--- src/rtl/gray_counter.sv ---
`default_nettype none
// ============================================================================
// Module      : gray_counter
// Description : Parametrised up/down Gray-code counter with synchronous
//               clear, Gray-coded parallel load, sticky overflow/underflow
//               flags and a one-cycle wrap pulse. The binary count is the
//               state; the Gray output is registered alongside it so the
//               two always agree and no input reaches an output
//               combinationally.
//
//               Optional build macro:
//                 GRAY_SAT_EN  - saturating mode: a count request at the
//                                terminal value is refused (count holds),
//                                the matching flag is set and wrap_o pulses.
//                                Undefined (default): modulo wrap.
//
// Ports       : clk_i        rising-edge clock
//               rst_n_i      asynchronous active-low reset
//               clear_i      synchronous clear to INIT_BIN, clears flags
//               load_i       synchronous load of load_val_i
//               load_val_i   Gray-coded load value   [WIDTH]
//               en_i         count enable
//               up_i         direction when enabled (1 = up, 0 = down)
//               count_o      registered Gray count    [WIDTH]
//               bin_o        registered binary count  [WIDTH]
//               wrap_o       one-cycle registered wrap pulse
//               overflow_o   sticky, set on up-wrap
//               underflow_o  sticky, set on down-wrap
//
// Revision    : 1.0  initial release
// ============================================================================
module gray_counter #(
  parameter int WIDTH    = 3,
  parameter int INIT_BIN = 0
) (
  input  logic             clk_i,
  input  logic             rst_n_i,
  input  logic             clear_i,
  input  logic             load_i,
  input  logic [WIDTH-1:0] load_val_i,
  input  logic             en_i,
  input  logic             up_i,
  output logic [WIDTH-1:0] count_o,
  output logic [WIDTH-1:0] bin_o,
  output logic             wrap_o,
  output logic             overflow_o,
  output logic             underflow_o
);

  localparam logic [WIDTH-1:0] INIT_VAL  = WIDTH'(INIT_BIN);
  localparam logic [WIDTH-1:0] INIT_GRAY = INIT_VAL ^ (INIT_VAL >> 1);
  localparam logic [WIDTH-1:0] ONE       = WIDTH'(1);
  localparam logic [WIDTH-1:0] ALL_ONES  = '1;

  logic [WIDTH-1:0] bin_q,  bin_d;
  logic [WIDTH-1:0] gray_q, gray_d;
  logic             wrap_q, wrap_d;
  logic             ovf_q,  ovf_d;
  logic             udf_q,  udf_d;
  logic [WIDTH-1:0] load_bin;

  // Gray to binary: each binary bit is the XOR of all Gray bits at or above
  // it. Written as a reduction per bit so no bit depends on another.
  always_comb begin
    load_bin = '0;
    for (int i = 0; i < WIDTH; i++) begin
      load_bin[i] = ^(load_val_i >> i);
    end
  end

  always_comb begin
    bin_d  = bin_q;
    wrap_d = 1'b0;
    ovf_d  = ovf_q;
    udf_d  = udf_q;
    if (clear_i) begin
      bin_d = INIT_VAL;
      ovf_d = 1'b0;
      udf_d = 1'b0;
    end else if (load_i) begin
      bin_d = load_bin;
    end else if (en_i) begin
      if (up_i) begin
        if (bin_q == ALL_ONES) begin
          ovf_d  = 1'b1;
          wrap_d = 1'b1;
`ifdef GRAY_SAT_EN
          bin_d  = bin_q;
`else
          bin_d  = '0;
`endif
        end else begin
          bin_d = bin_q + ONE;
        end
      end else begin
        if (bin_q == '0) begin
          udf_d  = 1'b1;
          wrap_d = 1'b1;
`ifdef GRAY_SAT_EN
          bin_d  = bin_q;
`else
          bin_d  = ALL_ONES;
`endif
        end else begin
          bin_d = bin_q - ONE;
        end
      end
    end
    // Gray is derived from the next binary value so both register together.
    gray_d = bin_d ^ (bin_d >> 1);
  end

  always_ff @(posedge clk_i or negedge rst_n_i) begin
    if (!rst_n_i) begin
      bin_q  <= INIT_VAL;
      gray_q <= INIT_GRAY;
      wrap_q <= 1'b0;
      ovf_q  <= 1'b0;
      udf_q  <= 1'b0;
    end else begin
      bin_q  <= bin_d;
      gray_q <= gray_d;
      wrap_q <= wrap_d;
      ovf_q  <= ovf_d;
      udf_q  <= udf_d;
    end
  end

  assign count_o     = gray_q;
  assign bin_o       = bin_q;
  assign wrap_o      = wrap_q;
  assign overflow_o  = ovf_q;
  assign underflow_o = udf_q;

endmodule
`default_nettype wire

--- config.mk ---
export PLATFORM = sky130hd
export DESIGN_NAME = gray_counter
export DESIGN_NICKNAME = d
export VERILOG_FILES = /design/src/rtl/gray_counter.sv
export SDC_FILE = /design/constraint.sdc
export NUM_CORES = 1
export LEC_CHECK = 0
export CORE_AREA = 4 4 41 43
export CTS_BUF_LIST = sky130_fd_sc_hd__clkbuf_8
export DETAILED_ROUTE_END_ITERATION = 16
export DIE_AREA = 0 0 45 47
export PLACE_DENSITY = 0.71
export RECOVER_POWER = 100
export SLEW_MARGIN = 20
export SYNTH_ARGS = -nofsm -noshare
export SYNTH_HDL_FRONTEND = slang
export SYNTH_SLANG_ARGS = --single-unit
--- constraint.sdc ---
create_clock -name clk_i -period 2.2 [get_ports clk_i]
set_input_delay 0.44 -clock clk_i [delete_from_list [all_inputs] [get_ports clk_i]]
set_output_delay 0.44 -clock clk_i [all_outputs]
set_load 0.01 [all_outputs]
==> results of run 1 <==
through the flow:
step,total power [mW],instances,hold slack (ns),util (%)
final,0.462,82,0.516,56.3
after global routing,0.498,82,0.557,56.3
after CTS,0.479,82,0.488,56.7
after detailed placement,0.305,79,0.516,53.6
after global placement,0.303,79,0.513,53.6
after floorplan,0.243,48,0.144,-
sequential cells by signal, summed over array words and instances, names as in the netlist:
name         cells
bin_o            3
count_o          2
overflow_o       1
underflow_o      1
wrap_o           1
final cells by class:
cell class	instances	area, sq um
Clock buffer	3	41.3
Fill cell	123	568
Inverter	5	18.8
Multi-Input combinational cell	33	277
Sequential cell	8	200
Tap cell	15	18.8
Timing Repair Buffer	18	178
worst min-delay path, cell delays in order, from the launching register on:
cell and delay, ns:
dfrtp_1 0.34, a21oi_1 0.04, nor2_1 0.08
layer usage:
| layer | track usage (%) | vias up |
|---|---|---|
| met4 | 6.43 | 0 |
| met3 | 5.75 | 4 |
| met2 | 20.1 | 20 |
| met1 | 15.3 | 193 |
| li1 | - | 205 |
| met5 | 0 | - |
cell usage in the layout, fill, tap and decap left out, types with 3 or more instances in the layout:
cell             synthesis  final
dlygate4sd3_1            0     12
dfrtp_1                  8      8
inv_1                    5      5
a21oi_1                  5      5
clkdlybuf4s50_1          0      5
nor2_1                   4      4
ha_1                     4      4
xnor2_1                  3      3
nor3_1                   3      3
clkbuf_8                 0      3
power by group:
group	internal, mW	total [mW]	switching (mW)	leakage (nW)
Sequential	0.161	0.170	0.00877	0.104
Combinational	0.0642	0.123	0.0592	0.207
Clock	0.118	0.169	0.0508	0.0216
cells by family (layout without fill, tap and decap cells):
kind of cell / Yosys count / after routing / synth area share [%]
buffers and inverters: 7 / 26 / 6.55
AOI/OAI and AO/OA: 11 / 11 / 20.4
DFF: 8 / 8 / 38.8
adders and majority gates: 4 / 4 / 9.71
and+or+nand+nor: 14 / 14 / 17.7
xor gates and xnor gates: 4 / 4 / 6.80
how the worst max path moves through the flow:
stage          startpoint         end  slack [ns]  depth (start not counted)
3_3_place_gp         up_i  count_o[0]        0.16                          5
2_1_floorplan    bin_o[0]  count_o[0]        0.55                          6
3_5_place_dp         up_i  count_o[1]        0.11                          5
5_1_grt              up_i  count_o[0]        0.18                          5
6_report             up_i  count_o[1]        0.27                          5
4_1_cts              up_i  count_o[1]        0.34                          5
==> impl_results.md, run 1 <==
- Outcome: finished clean
- Area after DPL: 697 sq um
- Arr. time, crit path: 2.01 ns
- WS Path Type: in2reg
- Post CTS Setup Buffer Count: 0
- Final setup viols: 0
- Synth Instances: 48
- Clock Sinks: 8
- Resized cells post-CTS: 0
- Hold Crit Depth: 2
- Top-count cell post-synth: dfrtp_1
- Commonest cells post-synth: 8 x dfrtp_1, 5 x a21oi_1, 5 x inv_1, 4 x ha_1, 4 x nor2_1
- Avg Cell Area, Syn: 10.7 sq um
- Max incr delay on CP: 0.66 ns
- Top cells by area, synth: dfrtp_1 39%, ha_1 9.7%, a2111oi_4 5.3%, xnor2_1 5.1%, a21oi_1 4.9%
- Final hold violations: 0
- Reg-to-Reg Start: bin_o[0]
- Max Fclk: 0.519 GHz
- Post-CTS Hold Buffers: 0
- Die Y: 47 um
- Top sig layer: met4
- Port Buffers: 17
- Worst setup EP type: flip-flop
- Flops & latches, synth: 8
- IR drop worst, VDD: 0.643 mV
- Nets@finish: 82
- Worst relative slew slack: 61.0%
- Core Box Area: 1300 sq um
- Residual DRC count: 0
- Hold WC Path Type: reg2reg
- FF-to-FF End: count_o[1]
- Crit path max-delay cell type: dlygate4sd3_1
- Worst Path Buf+Inv: 1
- Worst-skew pair later-pin latency: 0.22 ns
- Worst slack, placed: 0.110 ns
- Post-synth top area share: 38.8%
- Vias: 422
- H-tree levels: 1
- R2r worst-path depth: 6
- WP data required: 2.28 ns
- Initial antenna violation count: 0
- DRT antenna net count: 0
- Vias in the first global route: 438
- Fin Setup TNS: 0 ns
- Clock tree buffer depth: 2
- Post-synthesis sequential area ratio: 38.8%
- Final WL: 1.08 mm
- Cell area after synthesis: 515 sq um
- Met3 wire len: 95 um
- Clk root buf: clkbuf_8
- Cell row count: 13
- Initial detailed-routing violation count: 14
- Hpwl dp: 894 um
- Count of final max-slew check failures: 0
- M1 WL: 427 um
- Initial Util: 39.6%
- Pre-Repair DR Iteration Count: 4
- Global-route wire length before repair: 1.93 mm
- Synth warn: 0
- Ys flop type: dfrtp_1
- Synth async-reset ratio: 100%
- Grt ovf: 0
- Boundary Pins: 18
- Final worst-path cycle share: 87.6%
- CP Cell Sequence: dlygate4sd3_1 -> nor2b_2 -> a221oi_1 -> o31ai_1 -> xnor2_1
- Post-synth EDFFs: 0
- Min Clock Period, post-route: 1.93 ns
- CTS tree: done
- Worst path top cell family by delay: buffers and inverters
- CP Launch Type: input pin
- Leak: 0.333 nW
- Pin count of the biggest net entering global routing: 9
- Number of max-cap violations: 0
- RSZ-0062 raised after global routing: no
- Hold Path Origin: underflow_o
- Hold Path End: underflow_o
- TritonCTS Buffers: 3
- Die area: 2120 sq um
- Critical path peak fanout: 8
- WL met2: 530 um
- Total track usage: 12.9%
- PwrDens: 630 nW/um^2
- Worst-margin pin slew: 0.580 ns
- Final Skew: 0.00242 ns
- Post-synth top area cell: dfrtp_1
- N_diodes: 0
- Setup slack after layout: 0.273 ns
- Area growth, synth to finish: 42.2%
- DR vias/cell: 5.15
- Syn Nets: 61
- Share of cells above drive strength 1: 14.9%
- Wire per inst: 13.1 um
- Post-layout instance area: 733 sq um
- Reg2Reg Setup Slack: 0.38 ns
- Synth unique cells: 21
- Die width: 45 um
- Placer Congestion: 0.889
- Reg clk slew, reported paths: 0.04 ns
Note: power is estimated with default switching activity, not from simulation.
==> run 2, diff against run 1 <==
--- a/config.mk
+++ b/config.mk
@@ -9,6 +9,7 @@
 export CTS_BUF_LIST = sky130_fd_sc_hd__clkbuf_8
 export DETAILED_ROUTE_END_ITERATION = 16
 export DIE_AREA = 0 0 45 47
+export MAX_ROUTING_LAYER = met4
 export PLACE_DENSITY = 0.71
 export RECOVER_POWER = 100
 export SLEW_MARGIN = 20
==> results of run 2 <==
The final DEF is identical to that of run 1; final timing and power are the same.
Main changes from that run: final weighted congestion in routability-driven placement 0.889 -> 0.904; overall routing resource usage 12.9% -> 13.4%
==> run 3, diff against run 2 <==
--- a/config.mk
+++ b/config.mk
@@ -5,6 +5,7 @@
 export SDC_FILE = /design/constraint.sdc
 export NUM_CORES = 1
 export LEC_CHECK = 0
+export ABC_AREA = 0
 export CORE_AREA = 4 4 41 43
 export CTS_BUF_LIST = sky130_fd_sc_hd__clkbuf_8
 export DETAILED_ROUTE_END_ITERATION = 16
==> results of run 3 <==
The final DEF is identical to that of run 1; final timing and power are the same.
Main changes from that run: final weighted congestion in routability-driven placement 0.889 -> 0.904; overall routing resource usage 12.9% -> 13.4%
